File: src/rtl/ds4_pkg.sv
// rtl/ds4_pkg.sv - shared widths and state encodings for the DS4 selector and its arbiter
package ds4_pkg;

  localparam int DS4_WIDTH = 32;
  localparam int DS4_IDX_W = 2;

  typedef enum logic {
    ST_IDLE = 1'b0,
    ST_HOLD = 1'b1
  } state_e;

endpackage

File: src/rtl/ds4.sv
// rtl/ds4.sv - 4-to-1 WIDTH-bit data selector
module ds4
  import ds4_pkg::*;
#(
  parameter int WIDTH = DS4_WIDTH
) (
  input  logic [DS4_IDX_W-1:0] select,
  input  logic [WIDTH-1:0]     data1,
  input  logic [WIDTH-1:0]     data2,
  input  logic [WIDTH-1:0]     data3,
  input  logic [WIDTH-1:0]     data4,
  output logic [WIDTH-1:0]     data_out
);

  always_comb begin
    data_out = data1;
    case (select)
      2'd0:    data_out = data1;
      2'd1:    data_out = data2;
      2'd2:    data_out = data3;
      2'd3:    data_out = data4;
      default: data_out = data1;
    endcase
  end

endmodule

File: src/rtl/ds4_rr_pick.sv
// rtl/ds4_rr_pick.sv - rotating-priority winner search starting at ptr
module ds4_rr_pick
  import ds4_pkg::*;
(
  input  logic [3:0]           req_valid,
  input  logic [DS4_IDX_W-1:0] ptr,
  output logic                 any,
  output logic [DS4_IDX_W-1:0] winner
);

  logic [DS4_IDX_W-1:0] idx;

  // Scan from the lowest priority upward so the last hit is the highest-priority requester.
  always_comb begin
    any    = |req_valid;
    winner = ptr;
    idx    = ptr;
    for (int k = 3; k >= 0; k--) begin
      idx = ptr + DS4_IDX_W'(k);
      if (req_valid[idx]) begin
        winner = idx;
      end
    end
  end

endmodule

File: src/rtl/ds4_rr_arbiter.sv
// rtl/ds4_rr_arbiter.sv - round-robin arbiter sequencing four requesters through DS4
// into a one-deep output register with a valid/ready downstream handshake.
module ds4_rr_arbiter
  import ds4_pkg::*;
#(
  parameter int WIDTH = DS4_WIDTH
) (
  input  logic                 clk,
  input  logic                 rst,
  input  logic [3:0]           req_valid,
  input  logic [WIDTH-1:0]     data1,
  input  logic [WIDTH-1:0]     data2,
  input  logic [WIDTH-1:0]     data3,
  input  logic [WIDTH-1:0]     data4,
  output logic [3:0]           req_ready,
  output logic [DS4_IDX_W-1:0] select,
  output logic                 out_valid,
  output logic [WIDTH-1:0]     out_data,
  output logic [DS4_IDX_W-1:0] out_src,
  input  logic                 out_ready,
  output logic [15:0]          grant_cnt
);

  state_e               state_q, state_d;
  logic [DS4_IDX_W-1:0] ptr_q, ptr_d;
  logic [DS4_IDX_W-1:0] sel_q, sel_d;
  logic [WIDTH-1:0]     data_q, data_d;
  logic [DS4_IDX_W-1:0] src_q, src_d;
  logic [15:0]          cnt_q, cnt_d;

  logic                 any;
  logic [DS4_IDX_W-1:0] winner;
  logic                 can_accept;
  logic                 accept;
  logic [WIDTH-1:0]     ds4_out;

  ds4_rr_pick u_pick (
    .req_valid (req_valid),
    .ptr       (ptr_q),
    .any       (any),
    .winner    (winner)
  );

  ds4 #(.WIDTH(WIDTH)) u_ds4 (
    .select   (select),
    .data1    (data1),
    .data2    (data2),
    .data3    (data3),
    .data4    (data4),
    .data_out (ds4_out)
  );

  // A held word being consumed frees the register in the same cycle, so accept never bubbles.
  assign can_accept = (state_q == ST_IDLE) || out_ready;
  assign accept     = can_accept && any && !rst;

  always_ff @(posedge clk) begin
    if (rst) begin
      state_q <= ST_IDLE;
    end else begin
      state_q <= state_d;
    end
  end

  always_comb begin
    state_d = state_q;
    unique case (state_q)
      ST_IDLE: if (accept) state_d = ST_HOLD;
      ST_HOLD: if (out_ready && !accept) state_d = ST_IDLE;
    endcase
  end

  always_comb begin
    out_valid = (state_q == ST_HOLD);
    req_ready = accept ? (4'b0001 << winner) : 4'b0000;
    select    = accept ? winner : sel_q;
  end

  always_comb begin
    ptr_d  = ptr_q;
    sel_d  = sel_q;
    data_d = data_q;
    src_d  = src_q;
    cnt_d  = cnt_q;
    if (accept) begin
      ptr_d  = winner + DS4_IDX_W'(1);
      sel_d  = winner;
      data_d = ds4_out;
      src_d  = winner;
      cnt_d  = cnt_q + 16'd1;
    end
  end

  always_ff @(posedge clk) begin
    if (rst) begin
      ptr_q  <= '0;
      sel_q  <= '0;
      data_q <= '0;
      src_q  <= '0;
      cnt_q  <= '0;
    end else begin
      ptr_q  <= ptr_d;
      sel_q  <= sel_d;
      data_q <= data_d;
      src_q  <= src_d;
      cnt_q  <= cnt_d;
    end
  end

  assign out_data  = data_q;
  assign out_src   = src_q;
  assign grant_cnt = cnt_q;

endmodule

File: config.mk
export PLATFORM = sky130hd
export DESIGN_NAME = ds4_rr_arbiter
export DESIGN_NICKNAME = d
export VERILOG_FILES = /design/src/rtl/ds4_pkg.sv /design/src/rtl/ds4.sv /design/src/rtl/ds4_rr_pick.sv /design/src/rtl/ds4_rr_arbiter.sv
export SDC_FILE = /design/constraint.sdc
export NUM_CORES = 1
export LEC_CHECK = 0
export CAP_MARGIN = 30
export CORE_ASPECT_RATIO = 1.1
export CORE_MARGIN = 1
export CORE_UTILIZATION = 39
export CTS_BUF_LIST = sky130_fd_sc_hd__clkbuf_4 sky130_fd_sc_hd__clkbuf_8
export CTS_CLUSTER_SIZE = 24
export DETAILED_ROUTE_END_ITERATION = 8
export PLACE_DENSITY = 0.95
export SLEW_MARGIN = 15
export SYNTH_ARGS = -nofsm -noshare
export SYNTH_HDL_FRONTEND = slang
export SYNTH_SLANG_ARGS = --single-unit
File: constraint.sdc
create_clock -name clk -period 2.6 [get_ports clk]
set_clock_uncertainty 0.2 [all_clocks]
set_input_delay 0.52 -clock clk [delete_from_list [all_inputs] [get_ports clk]]
set_output_delay 0.52 -clock clk [all_outputs]
set_load 0.05 [all_outputs]
==> Word level (Yosys, flattened, before mapping) <==
Index checks and enable logic that the tools add are counted.
Widths: inputs -> output; s select.
{ "classes": {"bitwise_logic": 1, "magnitude_cmp": 4, "reduce_logical": 8, "add_sub_neg": 5, "muxes": 18, "n_shift": 1, "n_eq_ne": 3} }
{ "op_table": {"columns": ["operator", "count"], "rows": [
  ["$pmux 32 s4", 1],
  ["$add 16x1->16 const B", 1],
  ["$lt 2x3->1 const B", 4],
  ["$mux 2", 5],
  ["$bmux 1 s2", 4],
  ["$mux 1", 6],
  ["$add 2x1->2 const B", 2],
  ["$add 2x2->2 const B", 2],
  ["$eq 2x2->1 const B", 2],
  ["$mux 4", 1],
  ["$reduce_or 4->1", 1],
  ["$shl 1x2->4 const A", 1],
  ["$logic_and 1x1->1", 3],
  ["$eq 2x1->1 const B", 1],
  ["$logic_not 1->1", 2],
  ["$logic_not 2->1", 1],
  ["$pmux 1 s2", 1],
  ["$logic_or 1x1->1", 1],
  ["$not 1->1", 1]
]} }
{ "totals": {"input_bits": 135, "wordCells": 46, "out_inout_bits": 57, "reg_bits": 55} }

==> Depth between registers and ports, before layout <==
{ "depth": {"word_depth": 10, "mapped_depth": 9, "depth_no_buf": 6} }

==> By module <==
Synthesis repeated with hierarchy kept, for this count alone.
{ "unflattened": {"hier_cells": 321, "area_unflattened_um2": 3113.0} }
{ "modules_own_cells": {"columns": ["module", "cells_per_inst", "seq_area_each_um2", "area_each_um2", "n_inst"], "rows": [
  ["ds4_rr_arbiter", 266, 1101.1, 2198.4, 1],
  ["ds4", 39, 0.0, 814.5, 1],
  ["ds4_rr_pick", 16, 0.0, 100.1, 1]
]} }

==> Worst setup path before layout <==
OpenSTA, ideal clock, no wires.
{ "synth_path": {"path_kind": "in2out", "startpoint": "in req_valid[1]", "endpoint": "out select[1]", "required_time_ns": 1.880, "path_stages": 5, "path_slack_ns": -0.486, "arrival_ns": 2.366, "n_path_buf": 1, "cell_sequence": "nor4_2 or2_1 buf_2 nor2_4 o21ai_0"} }
{ "synth_via": {"elab_chain_len": 7, "elab_cells_between_ends": 16, "cone_classes": "mux (13); reduce/logical (3)"} }
{ "synth_rtl": {"columns": ["element", "line", "rtl"], "rows": [
  ["start, declared", "ds4_rr_arbiter.sv:10", "input logic [3:0] req_valid,"],
  ["$bmux 1 s2", "ds4_rr_pick.sv:20", "if (req_valid[idx]) begin"],
  ["$mux 1 (not written as such)", "ds4_rr_pick.sv:20", null],
  ["$mux 2 (4 in a row)", "ds4_rr_pick.sv:20", null],
  ["$mux 2 *", null, null],
  ["end, declared", "ds4_rr_arbiter.sv:16", "output logic [DS4_IDX_W-1:0] select,"]
]} }
Mark *: on every way between the ends. The rest lies on a longest branch, timed or not. The select of a mux whose other input is x is not followed.

==> Worst setup path in the final report <==
{ "layout_path": {"startpoint": "in req_valid[0]", "endpoint": "out req_ready[1]"} }
{ "layout_via": {"elab_chain_len": 8, "elab_cells_between_ends": 17, "cone_classes": "shift (1); mux (13); reduce/logical (3)"} }
{ "layout_rtl": {"columns": ["element", "line", "rtl"], "rows": [
  ["$bmux 1 s2", "ds4_rr_pick.sv:20", null],
  ["$mux 1 (not written as such)", "ds4_rr_pick.sv:20", null],
  ["$mux 2 (3 in a row)", "ds4_rr_pick.sv:20", null],
  ["$mux 2 *", "ds4_rr_pick.sv:20", null],
  ["via u_pick.winner[1]", "ds4_rr_pick.sv:8", "output logic [DS4_IDX_W-1:0] winner"],
  ["$shl 1x2->4 *", "ds4_rr_arbiter.sv:75", "req_ready = accept ? (4'b0001 << winner) : 4'b0000;"],
  ["$mux 4 *", "ds4_rr_arbiter.sv:75", null],
  ["end, declared", "ds4_rr_arbiter.sv:15", "output logic [3:0] req_ready,"]
]} }
The timed path passes the listed nets; every way through them passes the cells marked *. The select of a mux whose other input is x is not followed.

==> metrics.csv <==
stage;metric;value;unit
placed_design;I/O Buffers;191;
yosys;asr flop ratio synth;0;%
yosys;sequential fraction of the synthesis area;35.1;%
placed_design;hpwl dp;8.10;mm
yosys;Post-synth top cells;mux2i_1, dfxtp_1, nand2_1;
setup_path;worst path required time;1880;ps
setup_path;slowest cell delay on critical path;400;ps
floorplan;Die Ht;96.1;µm
floorplan;chip width;87.5;µm
power;worst-case vdd ir drop;0.000416;V
clock_tree;CTS buffer count;5;
setup_path;CP max-delay cell;o41ai_4;
floorplan;Core Footprint;0.00764;mm²
yosys;Post-Syn Instances;318;
power;Comb pwr share;47.5;%
power;switching fraction of total power;37.4;%
clock_tree;Clk Latency, worst-skew pair;300;ps
sta;setup TNS;0;ps
floorplan;FP Rows;33;
power;clock power share;19.2;%
yosys;Cell Area, Synth;0.00314;mm²
setup_path;CP bufs+invs;3;
sta;Peak Freq;385;MHz
power;Leakage;0.00210;µW
finish;Final Util;71.0;%
yosys;syn avg cell area;9.86;µm²
min_path;HP Class;register to register;
yosys;most frequent cell after synthesis;mux2i_1;
power;pwr/cell area;564;mW/mm²
yosys;number of synthesized register bits;55;
floorplan;io pins;192;
job;number of max-cap violations;0;
routing;vias;3222;
routing;drt initial violations;74;
floorplan;Initial Utilization;41.1;%
sta;Setup WS post-layout;0.846;ps
finish;# nets final;655;
setup_path;Worst Path Max Fanout;5;
yosys;biggest area consumer among synthesized cells;dfxtp_1;
power;Psw;1140;µW
global_route;grt ovf;0;
routing;Final ANT Viol Nets;0;
global_route;first-pass GRT wire length;15.7;mm
clock_tree;Max clock buf depth;2;
setup_path;largest delay contributor family on the critical path;compound AO/OA/AOI/OAI gates;
sta;Rel. slew slack;62.1;%
setup_path;Worst Path Class, Setup;input pin to primary output;
finish;area grow syn2layout;72.8;%
yosys;ranking of synthesized cells by area;dfxtp_1, mux2i_1, o221ai_2;
sta;Worst Tran Pin Value;567;ps
sta;Fin. Hold Viols;0;
global_route;vias in the first global route;3310;
run_status;run status;finished, final reports clean;
clock_tree;Post-CTS Hold Buffers;0;
routing;final WL;10.8;mm
clock_tree;Sink Count;55;
routing;residual DRC count;0;
clock_tree;Clock Tree Root;clkbuf_8;
finish;share of layout cells above drive strength 1;17.1;%
power;Internal;1910;µW
yosys;Post-Syn Nets;458;
clock_tree;htree depth;2;
floorplan;die area;0.00841;mm²
setup_path;critical path, cell by cell;buf_2 > nor2b_2 > o41ai_4 > inv_2 > ha_2 > and2_2 > buf_12;
yosys;Syn. warnings;0;
routing;wire per inst;17.4;µm
setup_path;crit path launch type;input pin;
yosys;ys flop type;dfxtp_1;
sta;final setup violation count;0;
routing;drt via density;5.19;
finish;fillers;554;
finish;# diodes;0;
global_route;GRT Total Usage;24.7;%
placed_design;DP Worst Slack;-352;ps
setup_path;Worst EP arrival;1880;ps
yosys;EDFF count, synth;0;
yosys;Netlist cell types;38;
routing;drt pass-1 iters;4;
sta;min Tclk post-route;2600;ps
global_route;pin count of the biggest net entering global routing;33;
placed_design;GP Congestion;0.789;
global_route;initial antenna violation count;0;
power;Seq pwr share;33.3;%
clock_tree;CTS tree;yes;
clock_tree;Clock transition at path regs;90;ps
setup_path;critical path capture point type;primary output;
sta;period utilization;100;%
yosys;Yosys top cell area share;35.1;%
sta;pins over their slew limit;0;
==> logic make-up (layout without fill, tap and decap cells) <==
family	Yosys count	in the layout	synth area share, %
multiplexers	65	65	20.8
AND/OR/NAND/NOR	103	103	15.7
flip-flops	55	55	35.1
adder cells (fa/ha/maj)	5	5	1.99
buffers and inverters	28	226	5.82
XOR/XNOR	15	15	4.19
AO/OA/AOI/OAI	47	47	16.4
==> path summary, 6_finish.rpt <==
kind,start,depth (start not counted),slack (ps),endpoint
worst max register to register,ptr_q[1],6,410,out_data[24]
worst min-delay path,sel_q[1],2,270,sel_q[1]
worst min register to register,sel_q[1],2,270,sel_q[1]
worst max-delay path,req_valid[0],7,0.8,req_ready[1]
==> registers in the layout, indices dropped and copies added, names as in the netlist <==
signal / cells
out_valid: 1
sel_q: 2
out_src: 2
grant_cnt: 16
ptr_q: 2
out_data: 32
==> routing by layer <==
layer / share of wire [%] / track usage, % / wire, µm
met1: 38 / 24.3 / 4090
met2: 51 / 48.0 / 5570
met3: 7.6 / 6.26 / 818
met4: 3.1 / 11.2 / 336
met5: 0 / 0 / 0
==> timing repair <==
item | in CTS | in global routing
setup buffers | 4 | 0
pin swaps | 5 | 5
endpoints found under the setup margin | 6 | 5
resized for setup | 24 | 18
==> power groups by stage <==
stage	Combinational (µW)	Sequential (µW)	Clock [µW]
4_1_cts	1440	1010	604
5_1_grt	1510	1030	634
3_5_place_dp	1430	1030	0
6_report	1450	1020	586
3_3_place_gp	1400	1020	0
2_1_floorplan	552	1360	0
==> through the flow <==
step                      total power (µW)  std cells  area [µm²]  hold slack (ps)
after floorplan                       1910        318        3150              234
after global placement                2420        609        5230              245
after detailed placement              2460        609        5230              251
after CTS                             3060        621        5400              268
after global routing                  3180        621        5420              287
final                                 3060        621        5420              271
==> final cells by class <==
type | count | area (µm²) | share of cell area, %
flip-flops and latches | 55 | 1110 | 20.4
clock inverters | 2 | 35.0 | 0.646
repair buffers | 213 | 2130 | 39.3
well taps | 105 | 131 | 2.42
multi-input cells | 235 | 1920 | 35.4
clock buffers | 6 | 82.6 | 1.52
inverters | 5 | 18.8 | 0.346
==> cells in the final DEF (no fill, tap or decap), drive strengths merged, types with 2 or more instances in the layout <==
master	synthesis	routed
o221ai	32	32
nor2	23	23
nand2b	2	2
mux2i	64	64
o21ai	3	3
xnor2	2	2
nor3	3	3
nor2b	4	4
and2	5	5
xor2	13	13
dfxtp	55	55
and3	2	2
clkdlybuf4s50	0	180
nand2	45	45
a21oi	8	8
ha	5	5
inv	5	5
nand3	8	8
nand4	7	7
a211oi	2	2
buf	17	31
clkbuf	6	7
==> worst register-to-register path: stages, from the launching register on <==
cell      delay (ps)
dfxtp_4          420
nand2_1          100
a21oi_2          190
o221a_4          260
buf_4            430
mux2i_1          350
o221ai_2         110
No activity file was read; power rests on OpenSTA's default activity.
